File: config.mk
export PLATFORM = sky130hd
export DESIGN_NAME = nwrite_hello_gen
export DESIGN_NICKNAME = d
export VERILOG_FILES = /design/src/rtl/nwrite_hello_gen.sv
export SDC_FILE = /design/constraint.sdc
export NUM_CORES = 1
export LEC_CHECK = 0
export CAP_MARGIN = 5
export CORE_ASPECT_RATIO = 0.75
export CORE_MARGIN = 1.5
export CORE_UTILIZATION = 25
export DETAILED_ROUTE_END_ITERATION = 10
export PLACE_DENSITY = 0.53
export SYNTH_ARGS = -nofsm -noshare
export SYNTH_HDL_FRONTEND = slang
export SYNTH_SLANG_ARGS = --single-unit
File: constraint.sdc
create_clock -name clk_rapid -period 9.3 [get_ports clk_rapid]
set_input_delay 0.93 -clock clk_rapid [delete_from_list [all_inputs] [get_ports clk_rapid]]
set_output_delay 0.93 -clock clk_rapid [all_outputs]
set_load 0.03 [all_outputs]
File: src/rtl/nwrite_hello_gen.sv
// rtl/nwrite_hello_gen.sv - Frames a raw payload stream into SRIO HELLO-format NWRITE requests
module nwrite_hello_gen #(
  parameter logic [15:0] SRC_ID    = 16'h0001,
  parameter logic [15:0] DEST_ID   = 16'h00FF,
  parameter logic [33:0] BASE_ADDR = 34'h0,
  parameter int unsigned MAX_BEATS = 32
) (
  input  logic        clk_rapid,
  input  logic        reset_rapid_n,
  input  logic [63:0] rapid_data_in,
  input  logic [7:0]  rapid_keep_in,
  input  logic        rapid_valid_in,
  input  logic        rapid_first_in,
  input  logic        rapid_last_in,
  input  logic [15:0] rapid_length_in,
  output logic        rapid_ready_out,
  output logic [63:0] ireq_tdata,
  output logic [7:0]  ireq_tkeep,
  output logic        ireq_tvalid,
  output logic        ireq_tlast,
  output logic [31:0] ireq_tuser,
  input  logic        ireq_tready,
  output logic        err_drop_out
);

  // Largest byte count a single NWRITE may carry.
  localparam logic [15:0] MAX_SEG = 16'(MAX_BEATS * 8);

  typedef enum logic [1:0] {S_IDLE, S_HEADER, S_DATA, S_DISCARD} state_t;

  state_t      state_q, state_d;
  logic [7:0]  tid_q, tid_d;
  logic [33:0] addr_q, addr_d;
  logic [15:0] rem_q, rem_d;
  logic [15:0] cnt_q, cnt_d;
  logic [15:0] segb_q, segb_d;
  logic        err_q, err_d;

  logic [15:0] seg_bytes;
  logic [7:0]  seg_size;
  logic [15:0] seg_beats;
  logic        seg_end;
  logic        ready_c;

  // Current segment geometry, derived from the bytes still owed for this frame.
  assign seg_bytes = (rem_q > MAX_SEG) ? MAX_SEG : rem_q;
  assign seg_size  = 8'(seg_bytes - 16'd1);
  assign seg_beats = (seg_bytes + 16'd7) >> 3;
  assign seg_end   = (cnt_q + 16'd1) == segb_q;

  assign ireq_tuser      = {SRC_ID, DEST_ID};
  assign err_drop_out    = err_q;
  // Reset must hold ready low even while an idle stray beat would be dropped.
  assign rapid_ready_out = reset_rapid_n & ready_c;

  // State and framing counters.
  always_ff @(posedge clk_rapid or negedge reset_rapid_n) begin
    if (!reset_rapid_n) begin
      state_q <= S_IDLE;
      tid_q   <= 8'd0;
      addr_q  <= BASE_ADDR;
      rem_q   <= 16'd0;
      cnt_q   <= 16'd0;
      segb_q  <= 16'd0;
      err_q   <= 1'b0;
    end else begin
      state_q <= state_d;
      tid_q   <= tid_d;
      addr_q  <= addr_d;
      rem_q   <= rem_d;
      cnt_q   <= cnt_d;
      segb_q  <= segb_d;
      err_q   <= err_d;
    end
  end

  // Next-state, stream muxing and error detection.
  always_comb begin
    state_d     = state_q;
    tid_d       = tid_q;
    addr_d      = addr_q;
    rem_d       = rem_q;
    cnt_d       = cnt_q;
    segb_d      = segb_q;
    err_d       = 1'b0;
    ready_c     = 1'b0;
    ireq_tvalid = 1'b0;
    ireq_tdata  = 64'd0;
    ireq_tkeep  = 8'd0;
    ireq_tlast  = 1'b0;
    case (state_q)
      S_IDLE: begin
        if (rapid_valid_in) begin
          if (rapid_first_in) begin
            // The first beat stays on the input until DATA passes it through.
            rem_d = rapid_length_in;
            if (rapid_length_in != 16'd0) begin
              state_d = S_HEADER;
            end else begin
              state_d = S_DISCARD;
              err_d   = 1'b1;
            end
          end else begin
            ready_c = 1'b1;
          end
        end
      end
      S_HEADER: begin
        ireq_tvalid = 1'b1;
        ireq_tkeep  = 8'hFF;
        ireq_tdata  = {tid_q, 4'h5, 4'h4, 1'b0, 2'b01, 1'b0, seg_size, 2'b00, addr_q};
        if (ireq_tready) begin
          state_d = S_DATA;
          tid_d   = tid_q + 8'd1;
          addr_d  = addr_q + {18'd0, seg_bytes};
          rem_d   = rem_q - seg_bytes;
          segb_d  = seg_beats;
          cnt_d   = 16'd0;
        end
      end
      S_DATA: begin
        ireq_tvalid = rapid_valid_in;
        ireq_tdata  = rapid_data_in;
        ireq_tkeep  = rapid_keep_in;
        ireq_tlast  = seg_end | rapid_last_in;
        ready_c     = ireq_tready;
        if (rapid_valid_in && ireq_tready) begin
          if (rapid_last_in) begin
            // Frame ends here; only a clean end of the final segment is error-free.
            state_d = S_IDLE;
            err_d   = !(seg_end && (rem_q == 16'd0));
          end else if (seg_end) begin
            if (rem_q != 16'd0) begin
              state_d = S_HEADER;
            end else begin
              state_d = S_DISCARD;
              err_d   = 1'b1;
            end
          end else begin
            cnt_d = cnt_q + 16'd1;
          end
        end
      end
      S_DISCARD: begin
        ready_c = 1'b1;
        if (rapid_valid_in && rapid_last_in) begin
          state_d = S_IDLE;
        end
      end
      default: state_d = S_IDLE;
    endcase
  end

endmodule

==> results.cfg, run 1 <==
[power]
pwr-share-clk = 0.155
power_frac_comb = 0.594
power_density_nw_per_um2 = 266
p_sw_uw = 1160
p_int_uw = 1290
swShare = 0.473
seqPwrFrac = 0.251
irDropWorstVdd_v = 0.000201
finalPower_uw = 2450
p_leak_uw = 0.00376

[clock_network]
post-cts-setup-buffer-count = 0
root_buffer = clkbuf_16
clock_latency_ns = 0.35
clk_pin_slew_worst_paths_ns = 0.07
numCtsBuffers = 9
ctsResizeCount = 0
cts_tree = built
cts_buffer_depth = 2
h-tree-depth = 3
ctsHoldBuffers = 0
clock-sinks = 90

[routing]
wl_um = 20600
wl_per_cell_um = 15.2
viasPerCell = 4.78
via_count = 6483
drtPass1Iterations = 4
postRouteAntennaNets = 0
drc = 0
drtIter0Drc = 365

[die]
start_util = 0.258
io_pins = 202
die_h_um = 148
die_area_um2 = 29200
die_w_um = 197
placementRows = 52
core_area_um2 = 27300

[synthesis]
synthAdderAreaFrac = 0.0472
synth_commonest_cells = 90 x dfrtp_1, 81 x nand2_1, 67 x nor2_1
ys_seq_elements = 90
synth.distinct_cells = 75
synth_mux_area_frac = 0.0160
synth_simple_gate_area_frac = 0.251
synth_ff_type = dfrtp_1
yosysSeqAreaShare = 0.320
yosysWarnings = 0
synth_top_area_cell = dfrtp_1
synthCells = 862
synth.area.top_cells = dfrtp_1 32%, a22oi_1 5.4%, xnor2_1 5.0%, nor2b_1 4.6%, ha_1 4.4%
synth_area_um2 = 7040
synth_top_area_frac = 0.320
synthArstFlopShare = 1.00
syn_area_per_cell_um2 = 8.17
synth_xor_area_frac = 0.0732
synth_compound_area_frac = 0.211
synth_top_family_by_area = simple AND/OR/NAND/NOR gates
synth.most_common_cell = dfrtp_1
synth-edff-count = 0

[final_layout]
final_area_um2 = 9210
areaGrowthSynthToFinish_pct = 30.7
drive_gt1_frac = 0.0437
final_util = 0.337
final_nets = 1121
n_fill_cell = 2831
insertedDiodeCount = 0

[run]
max-cap-violations = 0

[hold_path]
hp-class = reg2reg

[global_route]
antenna_found_initial = 1
grt_pass1_wl_um = 33100
grt.overflow.total = 0
grt_pass1_vias = 6157
grt_max_degree = 74
track_usage = 0.141

[timing]
skew_ns = 0.00597
holdWs_ns = 0.492
tns_ns = 0
finalCritPeriodShare = 0.502
relSlewSlack = 0.357
clock.fmax_mhz = 214
rsz0062_at_grt = no
slew_violations = 0
finalSetupViolCount = 0
min_period_ns = 4.67
tightest_slew_ns = 0.961
hold_viol_final = 0

[setup_path]
cp_max_fo = 17
critical_path_class = reg2out
cp.required_ns = 8.37
startpoint_type = register
worstPathArrival_ns = 3.74
crit_path_end_kind = primary output

[place]
placedInstanceArea_um2 = 8900
port_buffers = 169
place_congestion = 0.791
dp.final_hpwl_um = 15300

[outcome]
status = finished, final reports clean
[power by group through the flow]
stage / registers [uW] / clock network (uW) / logic, uW
3_3_place_gp: 620 / 0 / 1450
3_5_place_dp: 621 / 0 / 1450
4_1_cts: 615 / 392 / 1460
2_1_floorplan: 560 / 0 / 1030
5_1_grt: 633 / 406 / 1590
6_report: 615 / 378 / 1450
[metrics by stage]
step	setup slack, ns	instances
2_1_floorplan	5.22	900
3_3_place_gp	5.11	1341
3_5_place_dp	4.96	1341
4_1_cts	4.61	1357
5_1_grt	4.31	1357
6_report	4.63	1357
[layout by cell type, fill, tap and decap left out, drive strengths merged, types with 34 or more instances in the layout]
| cell type | instances |
|---|---|
| conb | 40 |
| nand2 | 82 |
| o21ai | 54 |
| nor2b | 52 |
| nor2 | 67 |
| clkdlybuf4s50 | 168 |
| dfrtp | 90 |
| a22oi | 51 |
| xnor2 | 41 |
| a21oi | 34 |
[worst max-delay path: stages (launching register included)]
cell,delay (ns)
dfrtp_1,0.46
or3_1,0.47
nor3_2,0.23
nand2_1,0.17
a21oi_1,0.17
buf_4,0.21
nand2_1,0.14
ha_1,0.26
inv_1,0.11
o311ai_0,0.13
nand2_1,0.13
a22oi_1,0.07
nor2b_1,0.14
clkdlybuf4s50_1,0.67
[flip-flops by register name, indices dropped and copies added, names as in the netlist]
register      count
segb_q           13
cnt_q            16
err_drop_out      1
tid_q             8
addr_q           34
rem_q            16
state_q           2
[cell families after synthesis]
family / Yosys count
other cells: 2
simple gates: 343
fa+ha+maj: 26
flops: 90
compound gates: 221
mux: 11
buf+inv: 111
xor+xnor: 58
[cell type report]
type                            instances  area, um^2  share of cell area
Clock buffer                            9         225              0.0245
Timing Repair Buffer                  177        1750               0.190
Sequential cell                        90        2250               0.245
Multi-Input combinational cell        699        4370               0.475
Inverter                               24        90.1             0.00979
Tap cell                              351         439              0.0477
Clock inverter                          7        77.6             0.00843
[layer usage]
metal / up-vias / share of wire / global-route usage
li1: 3274 / - / -
met1: 3095 / 0.51 / 0.202
met2: 103 / 0.45 / 0.220
met3: 11 / 0.032 / 0.0268
met4: 0 / 0.0081 / 0.0309
met5: - / 0 / 0
[path summary, 6_finish.rpt]
kind | start | to | slack [ns] | cells past startpoint
hold reg to reg | addr_q[23] | addr_q[23] | 0.49 | 1
setup reg to reg | rem_q[2] | addr_q[20] | 4.95 | 18
setup / recovery | rem_q[2] | ireq_tdata[42] | 4.63 | 13
min in group asynchronous | reset_rapid_n | err_drop_out | 0.56 | 1
max in group asynchronous | reset_rapid_n | cnt_q[6] | 7.65 | 2
hold / removal | addr_q[23] | addr_q[23] | 0.49 | 1
(Power assumes the default switching activity.)
==> inputs of run 2 (changes only) <==
- PLACE_DENSITY: 0.53 -> 0.55
- clock period: 9.3 -> 4.13 ns (I/O delays scaled with it)
==> run 2 against run 1 <==
Effect of this change:
- count of clock-buffer cells in the layout unchanged
- critical path depth decreased by 1
- via count increased by 1.1%
- worst setup slack got worse by 4.4 ns
- largest cell class unchanged
- highest routed layer unchanged
==> results.cfg, run 2 (synthesized netlist as in run 1, its figures left out) <==
[outcome]
status = finished, final reports clean

[timing]
finalCritPeriodShare = 0.934
tns_ns = 0
holdWs_ns = 0.0508
relSlewSlack = 0.361
hold_viol_final = 0
slew_violations = 0
clock.fmax_mhz = 259
min_period_ns = 3.86
rsz0062_at_grt = no
skew_ns = 0.00808
tightest_slew_ns = 0.955
finalSetupViolCount = 0

[routing]
wl_um = 20800
drtIter0Drc = 415
topRoutingLayerUsed = met4
via_count = 6553
viasPerCell = 4.79
wl_met3_um = 921
drtPass1Iterations = 5
met1_length_um = 10400
wl_met2_um = 9250
wl_per_cell_um = 15.2
postRouteAntennaNets = 0
drc = 0

[place]
dp.final_hpwl_um = 15400
place_congestion = 0.849
place_inst = 1352
port_buffers = 169
placedInstanceArea_um2 = 8990

[setup_path]
critical_path_class = reg2out
slowest_delay_ns = 0.67
worstPathArrival_ns = 3.45
crit_path_end_kind = primary output
crit_chain = or3_1 > nor3_2 > nand2_1 > a21oi_4 > buf_4 > nand2_1 > ha_1 > nand2_1 > a22o_1 > a22oi_1 > nor2b_1 > clkdlybuf4s50_1
rrSetupSlack_ns = 0.28
rr_worst_depth = 18
cp.required_ns = 3.72
startpoint_type = register
slowest_stage = clkdlybuf4s50_1
timing.rr.start = rem_q[2]
cp_common_cell = nand2_1
cp_max_fo = 8
reg2reg_to = addr_q[32]

[clock_network]
clock-sinks = 90
post-cts-setup-buffer-count = 0
clock_latency_ns = 0.35
ctsHoldBuffers = 0
h-tree-depth = 3
clk_pin_slew_worst_paths_ns = 0.07
cts_buffer_depth = 2
root_buffer = clkbuf_16
ctsResizeCount = 0
cts_tree = built
numCtsBuffers = 9

[power]
p_leak_uw = 0.00383
power_frac_comb = 0.603
p_int_uw = 3020
power_density_nw_per_um2 = 605
seqPwrFrac = 0.236
pwr-share-clk = 0.161
swShare = 0.465
irDropWorstVdd_v = 0.000307
p_sw_uw = 2620
finalPower_uw = 5650

[final_layout]
layout_commonest_cell = clkdlybuf4s50_1
largest_register_ffs = 34
final_nets = 1132
largestRegisters = addr_q (34), cnt_q (16), rem_q (16)
drive_gt1_frac = 0.0580
insertedDiodeCount = 0
final_cell_mix = 166 x clkdlybuf4s50_1, 90 x dfrtp_1, 81 x nand2_1, 67 x nor2_1, 52 x nor2b_1
fin_cells = 1368
final_area_um2 = 9330
areaGrowthSynthToFinish_pct = 32.5
largest_register = addr_q

[die]
start_util = 0.258
core_area_um2 = 27300
die_area_um2 = 29200
die_h_um = 148
io_pins = 202
die_w_um = 197
placementRows = 52

[global_route]
grt_max_degree = 54
grt.overflow.total = 0
grt_pass1_wl_um = 33400
antenna_found_initial = 0
grt_pass1_vias = 6156
track_usage = 0.142

[hold_path]
hp-class = in2async

[run]
max-cap-violations = 0
==> run 2: critical path, delay by kind of cell, from the launching register on <==
family	cells	cell delay, ns
simple gates	6	1.16
buf+inv	2	0.85
compound gates	3	0.49
flops	1	0.37
fa+ha+maj	1	0.24
==> run 2: metal layers <==
layer  vias up  global-route usage
li1       3288                   -
met5         -                   0
met4         0              0.0271
met1      3119               0.208
met2       133               0.217
met3        13              0.0265
==> run 2: layout make-up <==
cell class,count,area (um^2)
fillers,2879,18000
multi-input cells,699,4390
flip-flops and latches,90,2250
repair buffers,188,1840
well taps,351,439
clock buffers,9,225
clock inverters,7,100
inverters,24,90.1
==> run 2: power groups by stage <==
stage	clock, uW	combinational, uW	sequential, uW
global route	975	3730	1370
CTS	942	3420	1330
finish	910	3400	1330
floorplan	0	2320	1260
detailed placement	0	3400	1350
global placement	0	3410	1350
==> run 2: how the worst max path moves through the flow <==
stage                                 to     start  depth (start not counted)  slack (ns)
final                     ireq_tdata[40]  rem_q[2]                         12        0.27
after global routing          addr_q[32]  rem_q[2]                         18        0.03
after CTS                     addr_q[27]  rem_q[2]                         16        0.13
after detailed placement      addr_q[27]  rem_q[2]                         16        0.15
after global placement        addr_q[33]  rem_q[2]                         16        0.26
after floorplan               addr_q[33]  rem_q[2]                         18        0.08
==> run 2: stage by stage <==
step	worst slack (ns)	utilization
finish	0.271	0.342
CTS	0.130	0.341
floorplan	0.0766	-
detailed placement	0.155	0.329
global placement	0.256	0.329
global route	0.0270	0.342
==> inputs of run 3 (changes only) <==
- PLACE_DENSITY: 0.55 -> 0.53
- RECOVER_POWER: default -> 25
- clock period: 4.13 -> 4.9 ns (I/O delays scaled with it)
==> run 3 against run 2 <==
Effect of this change:
- the flow now finishes with violations (max-capacitance violations, max-slew violations)
- via count down 0.47%
- count of clock-buffer cells in the layout up 1
- sequential cell count unchanged
- core utilization down 0.39 points
- global-route usage about the same
- critical path depth up 5
- sequential share of layout area up 0.28 points
- cell count down 0.44%
- worst setup slack better by 0.30 ns
- hold slack better by 0.44 ns
- clock skew about the same
- largest cell class unchanged
- largest power group unchanged
==> results.cfg, run 3 (synthesized netlist as in run 1, its figures left out) <==
[clock_network]
numCtsBuffers = 9
clock-sinks = 90
ctsHoldBuffers = 0
clock_latency_ns = 0.35
root_buffer = clkbuf_16
clk_pin_slew_worst_paths_ns = 0.07
post-cts-setup-buffer-count = 0
cts_tree = built
cts_buffer_depth = 2
ctsResizeCount = 0
h-tree-depth = 3

[final_layout]
insertedDiodeCount = 0
drive_gt1_frac = 0.0465
largestRegisters = addr_q (34), cnt_q (16), rem_q (16)
final_util = 0.338
areaGrowthSynthToFinish_pct = 31.0
final_cell_mix = 168 x clkdlybuf4s50_1, 90 x dfrtp_1, 81 x nand2_1, 67 x nor2_1, 52 x nor2b_1
fin_cells = 1362
largest_register_ffs = 34
layout_commonest_cell = clkdlybuf4s50_1
largest_register = addr_q
final_area_um2 = 9230
final_nets = 1126

[hold_path]
worstHoldStart = addr_q[33]
hp-class = reg2reg
holdPathStages = 1

[timing]
finalSetupViolCount = 0
rsz0062_at_grt = no
slew_violations = 46
clock.fmax_mhz = 231
min_period_ns = 4.33
tightest_slew_ns = 2.59
holdWs_ns = 0.492
relSlewSlack = -0.726
finalCritPeriodShare = 0.883
tns_ns = 0
hold_viol_final = 0
skew_ns = 0.00799

[setup_path]
rrSetupSlack_ns = 0.57
cp-endpoint = addr_q[22]
timing.rr.start = rem_q[2]
cp.required_ns = 5.14
worstPathArrival_ns = 4.56
startpoint_type = register
reg2reg_to = addr_q[22]
crit_start = rem_q[2]
cp_max_fo = 9
rr_worst_depth = 17
critical_path_class = reg2reg
crit_path_end_kind = register

[place]
placedInstanceArea_um2 = 8940
place_inst = 1346
place_congestion = 0.861
port_buffers = 169
dp.final_hpwl_um = 15800

[routing]
via_count = 6522
drc = 0
drtIter0Drc = 378
postRouteAntennaNets = 0
viasPerCell = 4.79
wl_per_cell_um = 15.3
drtPass1Iterations = 5
wl_um = 20900

[outcome]
status = finished, violations left
violations = max-capacitance violations, max-slew violations

[run]
max-cap-violations = 1

[die]
die_h_um = 148
placementRows = 52
start_util = 0.258
io_pins = 202
die_w_um = 197
die_area_um2 = 29200
core_area_um2 = 27300

[global_route]
antenna_found_initial = 0
grt_max_degree = 53
track_usage = 0.142
grt_pass1_wl_um = 33600
grt_pass1_vias = 6272
grt.overflow.total = 0

[power]
p_leak_uw = 0.00378
power_density_nw_per_um2 = 507
irDropWorstVdd_v = 0.000396
[run 3: critical path, cell delays in order (launching register included)]
cell and delay (ns):
dfrtp_1 0.45, or3_1 0.47, nor3_2 0.24, nand2_1 0.17
a21oi_1 0.24, nand2_1 0.13, inv_1 0.08, ha_1 0.17
inv_1 0.06, fa_1 0.40, nor2b_1 0.12, o21ai_0 0.11
a21boi_0 0.29, o21a_1 0.21, o2111ai_1 0.15, a31oi_1 0.55
o21ai_0 0.21, xnor2_1 0.16
[run 3: layout make-up]
cell class / count / area (um^2)
clock buffer: 10 / 229
sequential: 90 / 2250
fill: 2882 / 18100
inverter: 24 / 90.1
multi-input combinational: 699 / 4370
clock inverter: 6 / 65.1
timing repair buffer: 182 / 1780
tap: 351 / 439
[run 3: worst min path at each step]
stage	slack, ns	to
2_1_floorplan	0.19	addr_q[0]
3_3_place_gp	0.48	addr_q[33]
3_5_place_dp	0.48	addr_q[33]
4_1_cts	0.17	err_drop_out
5_1_grt	0.52	addr_q[33]
6_report	0.49	addr_q[33]
[run 3: power breakdown]
part,internal [uW],switching [uW],total (uW)
Sequential,918,254,1170
Combinational,1160,1640,2800
Clock,398,315,713
Total,2470,2210,4680
[run 3: metal layers]
layer / global-route usage / up-vias / wire length [um]
li1: - / 3275 / -
met1: 0.206 / 3132 / 10600
met2: 0.222 / 105 / 9390
met3: 0.0268 / 10 / 742
met4: 0.0275 / 0 / 171
met5: 0 / - / 0
[run 3: metrics by stage]
step / worst slack [ns] / power, uW
floorplan: 0.847 / 3020
global placement: 0.865 / 3980
detailed placement: 0.685 / 3990
CTS: 0.657 / 4710
global route: 0.248 / 5020
finish: 0.573 / 4680
